### config.mk
export PLATFORM = sky130hd
export DESIGN_NAME = cp0_regs
export DESIGN_NICKNAME = d
export VERILOG_FILES = /design/src/rtl/cp0_regs_pkg.sv /design/src/rtl/cp0_timer.sv /design/src/rtl/cp0_regs.sv
export SDC_FILE = /design/constraint.sdc
export NUM_CORES = 1
export LEC_CHECK = 0
export CAP_MARGIN = 20
export CORE_MARGIN = 1
export CORE_UTILIZATION = 50
export CTS_BUF_LIST = sky130_fd_sc_hd__clkbuf_8
export CTS_CLUSTER_SIZE = 40
export DETAILED_ROUTE_END_ITERATION = 7
export MAX_ROUTING_LAYER = met4
export PLACE_DENSITY = 0.8
export SYNTH_ARGS = -nofsm -noshare
export SYNTH_HDL_FRONTEND = slang
export SYNTH_HIERARCHICAL = 1
export SYNTH_SLANG_ARGS = --single-unit
### constraint.sdc
create_clock -name clk -period 4.05 [get_ports clk]
set_clock_uncertainty 0.15 [all_clocks]
set_input_delay 0.81 -clock clk [delete_from_list [all_inputs] [get_ports clk]]
set_output_delay 0.81 -clock clk [all_outputs]
set_load 0.005 [all_outputs]
### src/rtl/cp0_regs_pkg.sv
// Shared CPU defines: committed exception codes, CP0 ExcCode values and CP0 register addresses.
// Latency: n/a (types, constants and pure helper functions only).
// Backpressure: n/a.
package cp0_regs_pkg;

  // Exception type presented by the MEM-stage prioritiser.
  typedef enum logic [4:0] {
    EX_None                 = 5'd0,
    EX_Interrupt            = 5'd1,
    EX_TLBModified          = 5'd2,
    EX_IF_TLBRefill         = 5'd3,
    EX_IF_TLBInvalid        = 5'd4,
    EX_Rd_TLBRefill         = 5'd5,
    EX_Rd_TLBInvalid        = 5'd6,
    EX_Wr_TLBRefill         = 5'd7,
    EX_Wr_TLBInvalid        = 5'd8,
    EX_WrongAddressinIF     = 5'd9,
    EX_RdWrongAddressinMEM  = 5'd10,
    EX_WrWrongAddressinMEM  = 5'd11,
    EX_Syscall              = 5'd12,
    EX_Break                = 5'd13,
    EX_ReservedInstruction  = 5'd14,
    EX_CpU                  = 5'd15,
    EX_Overflow             = 5'd16,
    EX_Trap                 = 5'd17,
    EX_Eret                 = 5'd18,
    EX_Refetch              = 5'd19
  } ex_type_e;

  // Cause.ExcCode values.
  localparam logic [4:0] EXC_INT  = 5'h00;
  localparam logic [4:0] EXC_MOD  = 5'h01;
  localparam logic [4:0] EXC_TLBL = 5'h02;
  localparam logic [4:0] EXC_TLBS = 5'h03;
  localparam logic [4:0] EXC_ADEL = 5'h04;
  localparam logic [4:0] EXC_ADES = 5'h05;
  localparam logic [4:0] EXC_SYS  = 5'h08;
  localparam logic [4:0] EXC_BP   = 5'h09;
  localparam logic [4:0] EXC_RI   = 5'h0A;
  localparam logic [4:0] EXC_CPU  = 5'h0B;
  localparam logic [4:0] EXC_OV   = 5'h0C;
  localparam logic [4:0] EXC_TR   = 5'h0D;

  // CP0 register numbers and selects.
  localparam logic [4:0] CP0_ADDR_BADVADDR = 5'd8;
  localparam logic [4:0] CP0_ADDR_COUNT    = 5'd9;
  localparam logic [4:0] CP0_ADDR_COMPARE  = 5'd11;
  localparam logic [4:0] CP0_ADDR_STATUS   = 5'd12;
  localparam logic [4:0] CP0_ADDR_CAUSE    = 5'd13;
  localparam logic [4:0] CP0_ADDR_EPC      = 5'd14;
  localparam logic [4:0] CP0_ADDR_EBASE    = 5'd15;
  localparam logic [2:0] CP0_SEL_0         = 3'd0;
  localparam logic [2:0] CP0_SEL_1         = 3'd1;

  // True for codes that enter exception level (everything but None/Refetch/Eret).
  function automatic logic is_exception(input ex_type_e ex);
    case (ex)
      EX_None, EX_Refetch, EX_Eret: is_exception = 1'b0;
      EX_Interrupt, EX_TLBModified, EX_IF_TLBRefill, EX_IF_TLBInvalid,
      EX_Rd_TLBRefill, EX_Rd_TLBInvalid, EX_Wr_TLBRefill, EX_Wr_TLBInvalid,
      EX_WrongAddressinIF, EX_RdWrongAddressinMEM, EX_WrWrongAddressinMEM,
      EX_Syscall, EX_Break, EX_ReservedInstruction, EX_CpU, EX_Overflow,
      EX_Trap: is_exception = 1'b1;
      default: is_exception = 1'b0;
    endcase
  endfunction

  function automatic logic [4:0] exc_code(input ex_type_e ex);
    case (ex)
      EX_TLBModified:                          exc_code = EXC_MOD;
      EX_IF_TLBRefill, EX_IF_TLBInvalid,
      EX_Rd_TLBRefill, EX_Rd_TLBInvalid:       exc_code = EXC_TLBL;
      EX_Wr_TLBRefill, EX_Wr_TLBInvalid:       exc_code = EXC_TLBS;
      EX_WrongAddressinIF,
      EX_RdWrongAddressinMEM:                  exc_code = EXC_ADEL;
      EX_WrWrongAddressinMEM:                  exc_code = EXC_ADES;
      EX_Syscall:                              exc_code = EXC_SYS;
      EX_Break:                                exc_code = EXC_BP;
      EX_ReservedInstruction:                  exc_code = EXC_RI;
      EX_CpU:                                  exc_code = EXC_CPU;
      EX_Overflow:                             exc_code = EXC_OV;
      EX_Trap:                                 exc_code = EXC_TR;
      default:                                 exc_code = EXC_INT;
    endcase
  endfunction

  // Address-related faults capture the faulting address into BadVAddr.
  function automatic logic loads_badvaddr(input ex_type_e ex);
    case (ex)
      EX_TLBModified, EX_IF_TLBRefill, EX_IF_TLBInvalid, EX_Rd_TLBRefill,
      EX_Rd_TLBInvalid, EX_Wr_TLBRefill, EX_Wr_TLBInvalid, EX_WrongAddressinIF,
      EX_RdWrongAddressinMEM, EX_WrWrongAddressinMEM: loads_badvaddr = 1'b1;
      default:                                        loads_badvaddr = 1'b0;
    endcase
  endfunction

endpackage

### src/rtl/cp0_timer.sv
// Count/Compare timer: Count advances every second clk, TI latches on a Count==Compare hit.
// Latency: writes and TI visible the cycle after the edge.
// Backpressure: none; writes always accepted.
// Ports: count_we_i/compare_we_i with wr_data_i load the registers; count_o, compare_o, ti_o report state.
module cp0_timer (
  input  logic        clk,
  input  logic        rst,
  input  logic        count_we_i,
  input  logic        compare_we_i,
  input  logic [31:0] wr_data_i,
  output logic [31:0] count_o,
  output logic [31:0] compare_o,
  output logic        ti_o
);

  logic [31:0] count_q, count_d;
  logic [31:0] compare_q, compare_d;
  logic        toggle_q, toggle_d;
  logic        ti_q, ti_d;

  always_comb begin
    count_d   = count_q;
    compare_d = compare_q;
    toggle_d  = ~toggle_q;
    ti_d      = ti_q;
    // Increment on the second cycle of each toggle pair; wraps naturally.
    if (toggle_q) count_d = count_q + 32'd1;
    if (count_we_i) begin
      count_d  = wr_data_i;
      toggle_d = 1'b0;
    end
    // Compare == 0 is treated as "timer disarmed".
    if ((compare_q != 32'd0) && (count_q == compare_q)) ti_d = 1'b1;
    // A Compare write acknowledges the interrupt and beats a coincident hit.
    if (compare_we_i) begin
      compare_d = wr_data_i;
      ti_d      = 1'b0;
    end
  end

  always_ff @(posedge clk or posedge rst) begin
    if (rst) begin
      count_q   <= '0;
      compare_q <= '0;
      toggle_q  <= 1'b0;
      ti_q      <= 1'b0;
    end else begin
      count_q   <= count_d;
      compare_q <= compare_d;
      toggle_q  <= toggle_d;
      ti_q      <= ti_d;
    end
  end

  assign count_o   = count_q;
  assign compare_o = compare_q;
  assign ti_o      = ti_q;

endmodule

### src/rtl/cp0_regs.sv
// CP0 register file: exception commit, mtc0/mfc0 access, interrupt request generation.
// Latency: state updates visible one cycle after the edge; mfc0 read is combinational.
// Backpressure: none; a committed exception drops a same-cycle mtc0.
// Ports: MEM_* exception commit inputs, Ext_Int lines, CP0_We/WrAddr/WrSel/WrData write port,
//        CP0_RdAddr/RdSel/RdData read port, Status/EBase/EPC/MEM_Interrupt status outputs.
module cp0_regs
  import cp0_regs_pkg::*;
(
  input  logic        clk,
  input  logic        rst,
  input  logic [4:0]  MEM_ExcType,
  input  logic [31:0] MEM_PC,
  input  logic        MEM_IsInDelaySlot,
  input  logic [31:0] MEM_BadVAddr,
  input  logic [5:0]  Ext_Int,
  input  logic        CP0_We,
  input  logic [4:0]  CP0_WrAddr,
  input  logic [2:0]  CP0_WrSel,
  input  logic [31:0] CP0_WrData,
  input  logic [4:0]  CP0_RdAddr,
  input  logic [2:0]  CP0_RdSel,
  output logic [31:0] CP0_RdData,
  output logic        CP0_Status_BEV,
  output logic        CP0_Status_EXL,
  output logic [31:0] CP0_Ebase,
  output logic [31:0] CP0_EPC,
  output logic        MEM_Interrupt
);

  ex_type_e    ex;
  logic        exc_take, exc_eret, mtc0_en;

  logic        bev_q, bev_d, exl_q, exl_d, ie_q, ie_d;
  logic [7:0]  im_q, im_d;
  logic        bd_q, bd_d;
  logic [5:0]  ip_hw_q, ip_hw_d;
  logic [1:0]  ip_sw_q, ip_sw_d;
  logic [4:0]  exccode_q, exccode_d;
  logic [31:0] epc_q, epc_d, badvaddr_q, badvaddr_d;
  logic [17:0] ebase_q, ebase_d;

  logic [31:0] count, compare;
  logic        ti;
  logic [31:0] status_w, cause_w, ebase_w;

  assign ex       = ex_type_e'(MEM_ExcType);
  assign exc_take = is_exception(ex);
  assign exc_eret = (ex == EX_Eret);
  // Any committed exception or eret flushes the instruction that issued the mtc0.
  assign mtc0_en  = CP0_We & ~exc_take & ~exc_eret;

  cp0_timer u_timer (
    .clk          (clk),
    .rst          (rst),
    .count_we_i   (mtc0_en && CP0_WrAddr == CP0_ADDR_COUNT   && CP0_WrSel == CP0_SEL_0),
    .compare_we_i (mtc0_en && CP0_WrAddr == CP0_ADDR_COMPARE && CP0_WrSel == CP0_SEL_0),
    .wr_data_i    (CP0_WrData),
    .count_o      (count),
    .compare_o    (compare),
    .ti_o         (ti)
  );

  always_comb begin
    bev_d      = bev_q;
    exl_d      = exl_q;
    ie_d       = ie_q;
    im_d       = im_q;
    bd_d       = bd_q;
    ip_sw_d    = ip_sw_q;
    exccode_d  = exccode_q;
    epc_d      = epc_q;
    badvaddr_d = badvaddr_q;
    ebase_d    = ebase_q;
    // Hardware interrupt pending bits are resampled every cycle; IP7 shares the timer.
    ip_hw_d    = {Ext_Int[5] | ti, Ext_Int[4:0]};

    if (exc_take) begin
      exl_d     = 1'b1;
      exccode_d = exc_code(ex);
      // A nested exception keeps the original return point.
      if (!exl_q) begin
        bd_d  = MEM_IsInDelaySlot;
        epc_d = MEM_IsInDelaySlot ? (MEM_PC - 32'd4) : MEM_PC;
      end
      if (loads_badvaddr(ex)) badvaddr_d = MEM_BadVAddr;
    end else if (exc_eret) begin
      exl_d = 1'b0;
    end else if (CP0_We) begin
      case ({CP0_WrAddr, CP0_WrSel})
        {CP0_ADDR_STATUS, CP0_SEL_0}: begin
          bev_d = CP0_WrData[22];
          im_d  = CP0_WrData[15:8];
          exl_d = CP0_WrData[1];
          ie_d  = CP0_WrData[0];
        end
        {CP0_ADDR_CAUSE, CP0_SEL_0}: ip_sw_d = CP0_WrData[9:8];
        {CP0_ADDR_EPC,   CP0_SEL_0}: epc_d   = CP0_WrData;
        {CP0_ADDR_EBASE, CP0_SEL_1}: ebase_d = CP0_WrData[29:12];
        default: ;
      endcase
    end
  end

  always_ff @(posedge clk or posedge rst) begin
    if (rst) begin
      bev_q      <= 1'b1;
      exl_q      <= 1'b0;
      ie_q       <= 1'b0;
      im_q       <= '0;
      bd_q       <= 1'b0;
      ip_hw_q    <= '0;
      ip_sw_q    <= '0;
      exccode_q  <= '0;
      epc_q      <= '0;
      badvaddr_q <= '0;
      ebase_q    <= '0;
    end else begin
      bev_q      <= bev_d;
      exl_q      <= exl_d;
      ie_q       <= ie_d;
      im_q       <= im_d;
      bd_q       <= bd_d;
      ip_hw_q    <= ip_hw_d;
      ip_sw_q    <= ip_sw_d;
      exccode_q  <= exccode_d;
      epc_q      <= epc_d;
      badvaddr_q <= badvaddr_d;
      ebase_q    <= ebase_d;
    end
  end

  assign status_w = {9'b0, bev_q, 6'b0, im_q, 6'b0, exl_q, ie_q};
  assign cause_w  = {bd_q, ti, 14'b0, ip_hw_q, ip_sw_q, 1'b0, exccode_q, 2'b0};
  assign ebase_w  = {2'b10, ebase_q, 12'b0};

  always_comb begin
    CP0_RdData = '0;
    case ({CP0_RdAddr, CP0_RdSel})
      {CP0_ADDR_BADVADDR, CP0_SEL_0}: CP0_RdData = badvaddr_q;
      {CP0_ADDR_COUNT,    CP0_SEL_0}: CP0_RdData = count;
      {CP0_ADDR_COMPARE,  CP0_SEL_0}: CP0_RdData = compare;
      {CP0_ADDR_STATUS,   CP0_SEL_0}: CP0_RdData = status_w;
      {CP0_ADDR_CAUSE,    CP0_SEL_0}: CP0_RdData = cause_w;
      {CP0_ADDR_EPC,      CP0_SEL_0}: CP0_RdData = epc_q;
      {CP0_ADDR_EBASE,    CP0_SEL_1}: CP0_RdData = ebase_w;
      default:                        CP0_RdData = '0;
    endcase
  end

  assign CP0_Status_BEV = bev_q;
  assign CP0_Status_EXL = exl_q;
  assign CP0_Ebase      = ebase_w;
  assign CP0_EPC        = epc_q;
  assign MEM_Interrupt  = ie_q & ~exl_q & |({ip_hw_q, ip_sw_q} & im_q);

endmodule

==> flow_summary.ini, run 1 <==
[logic_synthesis]
syn-instance-count = 996
ys_warn_count = 10
async_flop_share_pct = 100
ys.flop_type = dfrtp_1
syn-cell-area_um2 = 9980
ys_seq_elements = 172
synth-edff-count = 0
synth.avg_cell_area_um2 = 10.0
yosysSeqAreaShare_pct = 43.1
synthDistinctLibCells = 68

[pwr]
p_comb_share_pct = 22.4
p_per_area_nw_per_um2 = 337
p_int_w = 0.00303
sw_frac_of_total_pct = 31.3
p_sw_w = 0.00138
seq_power_share_pct = 50.9
leakagePower_nw = 5.64
ir_drop_mv = 0.173
p_clk_share_pct = 26.7
power.total_w = 0.00441

[timing]
final_max_slew_viol_count = 0
tns_ps = 0
grt_setup_unrepaired = false
holdWs_ps = 335
max_clock_freq_mhz = 251
fin_crit_ps = 3990
relSlewSlack_pct = 43.4
worstMarginPinSlew_ps = 849
period_share_pct = 98.4
final_hold_viol_count = 0
setup_violations = 0

[cells_and_area]
design_area_um2 = 13100
n_fill_cell = 1539
multi_input_area_um2 = 5360
drive_gt1_share_pct = 19.3
final_cell_mix = clkdlybuf4s50_1 (178), dfrtp_1 (171), nand2_1 (107), mux2_2 (105), nor2_1 (63)
final_core_util_pct = 66.9
layout.nets = 1357
final_common_cell = clkdlybuf4s50_1
syn2layout_area_growth_pct = 30.9
seq_area_um2 = 4310

[job]
cap_violations = 0

[setup_path]
reg2reg_to = u_timer/count_o[30]
endpoint_kind = output port
worstSetupPathType = in2out
critical_path.endpoint = CP0_RdData[21]
r2r_slack_ps = 1540
path_max_fanout = 10
arrival_ps = 3030
startpoint_type = input port
r2r-start = u_timer/count_o[1]
ff2ff_path_depth = 5
cp-startpoint = CP0_RdSel[1]
cp_data_required_time_ps = 3090

[die]
ioPinCount = 226
dieArea_um2 = 20500
die_w_um = 143
start_util_pct = 51.1
rows = 51
core_area_um2 = 19500
die_h_um = 143

[clocking]
cts.clk_slew.worst_paths_ps = 90
cts_tree = yes
cts.sinks = 172
cts_max_path_buffers = 2
root_buffer = clkbuf_8
holdBufCountCts = 0
cts_made_buffers = 17
h-tree-depth = 4
clk_latency_ps = 480

[global_routing]
gr-usage-all-layers_pct = 34.6
met3_usage_pct = 5.83
grt_antenna_before_repair = 0
grt_busiest_layer = met2
globalRoute.totalOverflow = 0
grt_pass1_wl_um = 51400
grt_use_met2_pct = 50.2
use_met1_pct = 48.2
grt_max_degree = 67
first_global_vias = 8867

[route]
drc = 0
wl_per_cell_um = 22.4
drt-pass1-iter-count = 7
via_per_inst = 6.24
initialDrtViolationCount = 1301
wirelength_um = 33700
vias = 9374
ant_nets = 0

[min_path]
min_path_cells = 1
worstHoldPathType = reg2reg

[placement]
io_buffer_count = 211
dp_hpwl_um = 25500
place_area_um2 = 12600
gp_congestion = 0.998

[outcome]
status = finished, final reports clean
[logic make-up (layout without fill, tap and decap cells)]
family,after synthesis,count (layout),synth area share [%]
AOI/OAI and AO/OA,194,194,13.6
xor gates and xnor gates,69,69,6.05
adders and majority gates,7,7,0.877
buffers and inverters,88,316,4.51
DFF,172,172,43.1
muxes,124,124,13.9
other,2,15,0.0752
and+or+nand+nor,340,340,17.9
[power groups by stage]
| stage | clock, W | combinational (W) | sequential [W] |
|---|---|---|---|
| floorplan | 0 | 0.000467 | 0.00216 |
| finish | 0.00118 | 0.000987 | 0.00225 |
| global placement | 0 | 0.000956 | 0.00226 |
| global route | 0.00125 | 0.00107 | 0.00227 |
| detailed placement | 0 | 0.000974 | 0.00227 |
| CTS | 0.00118 | 0.000982 | 0.00224 |
[flip-flops by register name, summed over array words and instances, names as in the netlist]
name	flops
bd_q	1
exccode_q	4
CP0_EPC	32
ebase_q	18
ip_hw_q	6
ie_q	1
badvaddr_q	32
im_q	8
CP0_Status_BEV	1
ip_sw_q	2
u_timer/toggle_q	1
u_timer/compare_o	32
u_timer/count_o	32
CP0_Status_EXL	1
u_timer/ti_o	1
[per-layer routing]
layer / up-vias / wire (um) / part of all wire (%)
met5: - / 0 / 0
met4: 0 / 1080 / 3.2
met3: 80 / 3320 / 9.9
met2: 572 / 15300 / 45
met1: 4580 / 14000 / 42
li1: 4142 / - / -
[synth_stat cells (4+ instances only)]
master / number / share of area (%)
nor4_1: 26 / 1.6
and4_1: 4 / 0.35
xnor2_1: 12 / 1.1
ha_1: 7 / 0.88
buf_2: 9 / 0.45
a21oi_1: 17 / 0.85
and3_1: 7 / 0.44
xor2_1: 57 / 5.0
mux2i_1: 18 / 1.8
nand4_1: 22 / 1.4
inv_1: 15 / 0.56
o211ai_1: 10 / 0.75
nand3_1: 28 / 1.4
o31ai_1: 11 / 0.83
buf_6: 7 / 0.79
buf_4: 15 / 1.1
nor4b_1: 4 / 0.35
clkbuf_1: 39 / 1.5
nor2_1: 64 / 2.4
o22ai_1: 12 / 0.75
nor3b_1: 4 / 0.30
a222oi_1: 22 / 2.2
o311ai_0: 9 / 0.79
nor3_1: 17 / 0.85
or3_1: 8 / 0.50
mux2_2: 105 / 12
or2_2: 7 / 0.44
or4_1: 14 / 1.1
o21ai_0: 41 / 2.1
o21ai_1: 12 / 0.60
dfrtp_1: 171 / 43
a31oi_1: 14 / 0.88
nand2_1: 107 / 4.0
a22oi_1: 27 / 2.0
[what timing repair did]
item / CTS / global route
setup endpoints to repair: 32 / 15
cloned: 1 / 0
pin swaps: 1 / 3
buffers inserted: 7 / 1
resized for setup: 49 / 6
[through the flow]
step	cells	worst slack, ps
floorplan	1008	303
global placement	1460	-309
detailed placement	1460	-355
CTS	1500	5.32
global route	1501	3.47
finish	1502	64.9
[critical path, stage by stage]
cell and delay (ps):
dlygate4sd2_1 250, or4b_4 560, or3_4 420, nor3_4 260, buf_12 160, buf_4 150, a22oi_1 90, nand2_1 70
dlygate4sd2_1 240
[cell type report]
class                   count  share of cell area [%]
diodes                      1                  0.0191
inverters                  15                   0.450
repair buffers            269                    20.1
flip-flops and latches    172                    32.9
well taps                 265                    2.54
multi-input cells         748                    41.0
clock buffers              19                    2.00
clock inverters            13                   0.909
[worst min-delay path by stage]
stage | startpoint | endpoint
final | exccode_q[1] | exccode_q[1]
after global routing | exccode_q[1] | exccode_q[1]
after CTS | exccode_q[1] | exccode_q[1]
after detailed placement | exccode_q[1] | exccode_q[1]
after global placement | exccode_q[1] | exccode_q[1]
after floorplan | exccode_q[2] | exccode_q[2]
Note: power is estimated with default switching activity, not from simulation.
==> inputs of run 2 (changes only) <==
--- a/config.mk
+++ b/config.mk
@@ -11,7 +11,6 @@
 export CTS_BUF_LIST = sky130_fd_sc_hd__clkbuf_8
 export CTS_CLUSTER_SIZE = 40
 export DETAILED_ROUTE_END_ITERATION = 7
-export MAX_ROUTING_LAYER = met4
 export PLACE_DENSITY = 0.8
 export SYNTH_ARGS = -nofsm -noshare
 export SYNTH_HDL_FRONTEND = slang
==> run 2 against run 1 <==
Compared with the run above:
- critical path depth shrank 3
- maximum frequency is essentially flat
- critical endpoint is now CP0_RdData[10]
- clock-buffer cell count is the same
- register-to-register slack improved by 40 ps
- worst hold slack better by 14 ps
- highest routed layer is now met5
- total power is 4.1% higher
- cell count increased by 0.40%
- die area unchanged
==> flow_summary.ini, run 2 (synthesis gave the netlist of run 1 again) <==
[timing]
final_max_slew_viol_count = 0
setup_slack_ps = 64.0
fin_crit_ps = 3990
max_clock_freq_mhz = 251
relSlewSlack_pct = 38.7
period_share_pct = 98.4
grt_setup_unrepaired = false
holdWs_ps = 350
setup_violations = 0
final_hold_viol_count = 0
worstMarginPinSlew_ps = 919

[route]
wl_per_cell_um = 22.6
drc = 0
drt-pass1-iter-count = 8
initialDrtViolationCount = 1298
vias = 9465
ant_nets = 0
via_per_inst = 6.28
wirelength_um = 34200

[setup_path]
worstSetupPathType = in2out
endpoint_kind = output port
startpoint_type = input port
path_max_fanout = 8
r2r_slack_ps = 1580
reg2reg_to = u_timer/count_o[28]
arrival_ps = 3030
ff2ff_path_depth = 5
worst_path_max_delay_cell = or4b_4
cpPeakStageDelay_ps = 580
crit_chain = dlygate4sd2_1 > or4b_4 > or3_4 > buf_4 > o22ai_1 > clkdlybuf4s50_1
r2r-start = u_timer/count_o[0]
cp_data_required_time_ps = 3090

[clocking]
cts_made_buffers = 17
cts.sinks = 172
root_buffer = clkbuf_8
cts_max_path_buffers = 2
h-tree-depth = 4
cts_tree = yes
holdBufCountCts = 0
clk_latency_ps = 480
cts.clk_slew.worst_paths_ps = 90

[die]
rows = 51
die_h_um = 143
die_w_um = 143
dieArea_um2 = 20500
ioPinCount = 226
core_area_um2 = 19500
start_util_pct = 51.1

[global_routing]
grt_pass1_wl_um = 51500
grt_max_degree = 69
grt_antenna_before_repair = 4
first_global_vias = 8994
globalRoute.totalOverflow = 0
gr-usage-all-layers_pct = 33.8

[pwr]
leakagePower_nw = 5.65
ir_drop_mv = 0.194
p_per_area_nw_per_um2 = 349

[cells_and_area]
final_cell_mix = clkdlybuf4s50_1 (178), dfrtp_1 (171), nand2_1 (106), mux2_2 (105), nor2_1 (62)
layout.nets = 1363
syn2layout_area_growth_pct = 31.7
design_area_um2 = 13200
drive_gt1_share_pct = 20.1
final_common_cell = clkdlybuf4s50_1

[min_path]
holdCritStartpoint = exccode_q[1]
min_path_cells = 1
hold_end = exccode_q[1]
worstHoldPathType = reg2reg

[placement]
place_area_um2 = 12600
io_buffer_count = 211
place_ws_ps = -405
dp_hpwl_um = 25300
gp_congestion = 1.00

[job]
cap_violations = 0

[outcome]
status = finished, final reports clean
## run 2: report_power, final
group	internal (W)	switching (W)
sequential	0.00194	0.000306
clock	0.000697	0.000648
combinational	0.000565	0.000431
## run 2: timing repair
action	in CTS	in global routing
resized for setup	60	9
endpoints found under the hold margin	0	0
endpoints found under the setup margin	32	9
cloned	1	0
pin swaps	1	2
buffers inserted	7	4
## run 2: worst max-delay path by stage
stage	startpoint	end	slack, ps	cells past startpoint
after floorplan	rst	CP0_EPC[0]	300	1
after global placement	CP0_RdSel[1]	CP0_RdData[31]	-310	9
after detailed placement	CP0_RdSel[1]	CP0_RdData[21]	-400	10
after CTS	CP0_RdAddr[3]	CP0_RdData[29]	-10	10
after global routing	CP0_RdSel[2]	CP0_RdData[26]	30	9
final	CP0_RdSel[2]	CP0_RdData[10]	60	6
## run 2: through the flow
stage | setup TNS [ps] | util (%) | power, W | std cells
5_1_grt | 0 | 67.3 | 0.00477 | 1507
4_1_cts | -20.6 | 67.2 | 0.00456 | 1501
6_report | 0 | 67.3 | 0.00459 | 1508
3_5_place_dp | -8650 | 64.4 | 0.00324 | 1463
2_1_floorplan | 0 | - | 0.00262 | 1008
3_3_place_gp | -7190 | 64.4 | 0.00322 | 1463
## run 2: routing by layer
metal	wire, um	share of wire (%)	track usage [%]
met5	23	0.067	0
met4	1150	3.4	13.2
met3	3640	11	7.96
met2	15700	46	52.7
met1	13600	40	45.5
## run 2: final cells by class
| type | instances | area, um2 |
|---|---|---|
| tap | 265 | 332 |
| timing repair buffer | 275 | 2640 |
| sequential | 172 | 4310 |
| clock inverter | 11 | 169 |
| clock buffer | 19 | 262 |
| multi-input combinational | 748 | 5370 |
| fill | 1512 | 6380 |
| antenna | 3 | 7.51 |
| inverter | 15 | 58.8 |
## run 2: worst max-delay path: cells and delay by family
kind	cells	cell delay (ps)
simple gates	2	1010
buf+inv	3	1000
compound gates	1	200
==> inputs of run 3 (changes only) <==
--- a/config.mk
+++ b/config.mk
@@ -8,10 +8,10 @@
 export CAP_MARGIN = 20
 export CORE_MARGIN = 1
 export CORE_UTILIZATION = 50
-export CTS_BUF_LIST = sky130_fd_sc_hd__clkbuf_8
 export CTS_CLUSTER_SIZE = 40
 export DETAILED_ROUTE_END_ITERATION = 7
-export PLACE_DENSITY = 0.8
+export DONT_BUFFER_PORTS = 1
+export PLACE_DENSITY = 0.65
 export SYNTH_ARGS = -nofsm -noshare
 export SYNTH_HDL_FRONTEND = slang
 export SYNTH_HIERARCHICAL = 1
==> run 3 against run 2 <==
Compared with the run above:
- the run now ends with design-rule violations left
- sequential share of layout area is 7.1 points higher
- maximum frequency is 6.7% higher
- combinational power is 47% lower
- register-to-register slack hardly changed
- worst hold slack worse by 190 ps
- critical path type unchanged
- critical endpoint is now CP0_RdData[15]
- largest power group unchanged
- highest routed layer is now met4
==> flow_summary.ini, run 3 (synthesis gave the netlist of run 1 again) <==
[outcome]
status = finished, violations left
violations = design-rule violations

[cells_and_area]
seq_area_um2 = 4310
multi_input_area_um2 = 5300
drive_gt1_share_pct = 18.8
final_common_cell = dfrtp_1
layout.nets = 1106
final_cell_mix = dfrtp_1 (171), nand2_1 (107), mux2_2 (105), nor2_1 (64), xor2_1 (57)
design_area_um2 = 10800
syn2layout_area_growth_pct = 8.22
n_fill_cell = 1754
stdcell_count = 1250

[route]
vias = 8190
initialDrtViolationCount = 1121
ant_nets = 0
via_per_inst = 6.55
wirelength_um = 31800
drc = 64
drt-pass1-iter-count = 8
wl_per_cell_um = 25.4

[timing]
fin_crit_ps = 3730
worstMarginPinSlew_ps = 863
period_share_pct = 92.2
grt_setup_unrepaired = false
relSlewSlack_pct = 42.4
max_clock_freq_mhz = 268
final_hold_viol_count = 0
holdWs_ps = 162
tns_ps = 0
final_max_slew_viol_count = 0
setup_slack_ps = 316
setup_violations = 0

[die]
ioPinCount = 226
rows = 51
die_h_um = 143
die_w_um = 143
start_util_pct = 51.1
dieArea_um2 = 20500
core_area_um2 = 19500

[setup_path]
worstSetupPathType = in2out
startpoint_type = input port
path_max_fanout = 17
cp_data_required_time_ps = 3090
arrival_ps = 2770
endpoint_kind = output port

[global_routing]
use_met1_pct = 45.3
grt_max_degree = 57
grt_use_met2_pct = 46.4
first_global_vias = 7777
grt_pass1_wl_um = 48000
grt_antenna_before_repair = 1
globalRoute.totalOverflow = 0
met3_usage_pct = 9.56
gr-usage-all-layers_pct = 31.9
grt_busiest_layer = met2

[clocking]
cts.clk_slew.worst_paths_ps = 70
cts_max_path_buffers = 2
cts_setup_buffers = 0
post_cts_resized = 0
cts_tree = yes
h-tree-depth = 4
clk_latency_ps = 430
cts_made_buffers = 17
cts.sinks = 172
root_buffer = clkbuf_16
holdBufCountCts = 0

[placement]
place_ws_ps = 393
dp_hpwl_um = 23900
gp_congestion = 0.922
io_buffer_count = 0
place_inst = 1218
place_area_um2 = 10100

[pwr]
ir_drop_mv = 0.286
p_per_area_nw_per_um2 = 430
leakagePower_nw = 4.57

[job]
cap_violations = 0

[min_path]
worstHoldPathType = in2async
run 3: cell types whose count changed in the layout (fill, tap and decap cells not counted), moves of 3 or more:
cell,before,now
buf_12,7,1
buf_2,3,0
buf_4,52,17
buf_6,5,0
clkbuf_16,0,17
clkbuf_8,19,3
clkdlybuf4s50_1,178,0
dlygate4sd2_1,27,0
run 3: cell type report:
cell class	instances	area share [%]
Antenna cell	1	0.0232
Clock buffer	22	4.39
Clock inverter	9	1.70
Inverter	15	0.544
Multi-Input combinational cell	748	49.1
Sequential cell	172	39.9
Tap cell	265	3.07
Timing Repair Buffer	18	1.37
run 3: report_power, final:
group / internal, W / switching, W
Sequential: 0.00195 / 0.000337
Combinational: 0.000260 / 0.000269
Clock: 0.00115 / 0.000690
Total: 0.00335 / 0.00130
run 3: per-stage QoR:
stage / power (W) / utilization [%]
after detailed placement: 0.00283 / 51.9
after global routing: 0.00483 / 55.3
after global placement: 0.00282 / 51.9
after CTS: 0.00465 / 55.3
final: 0.00465 / 55.3
after floorplan: 0.00262 / -
run 3: critical path, cell delays in order:
cell and delay, ps:
or4b_1 630, or3_1 550, nor3_4 190, buf_4 270, nand2_1 110, o211ai_1 210
run 3: routing by layer:
metal  vias to the layer above  wire length, um
met5                         -                0
met2                       451            14100
met1                      4042            13500
li1                       3637                -
met3                        60             3330
met4                         0              881
run 3: final timing paths:
check | start | endpoint | slack [ps] | cells after the start
worst min-delay path | rst | u_timer/compare_o[2] | 160 | 1
worst max register to register | u_timer/count_o[1] | u_timer/count_o[28] | 1570 | 5
worst max-delay path | CP0_RdSel[1] | CP0_RdData[15] | 320 | 6
max in group asynchronous | rst | u_timer/compare_o[10] | 2620 | 2
worst min register to register | exccode_q[2] | exccode_q[2] | 340 | 2
min in group clk | Ext_Int[4] | ip_hw_q[4] | 250 | 0
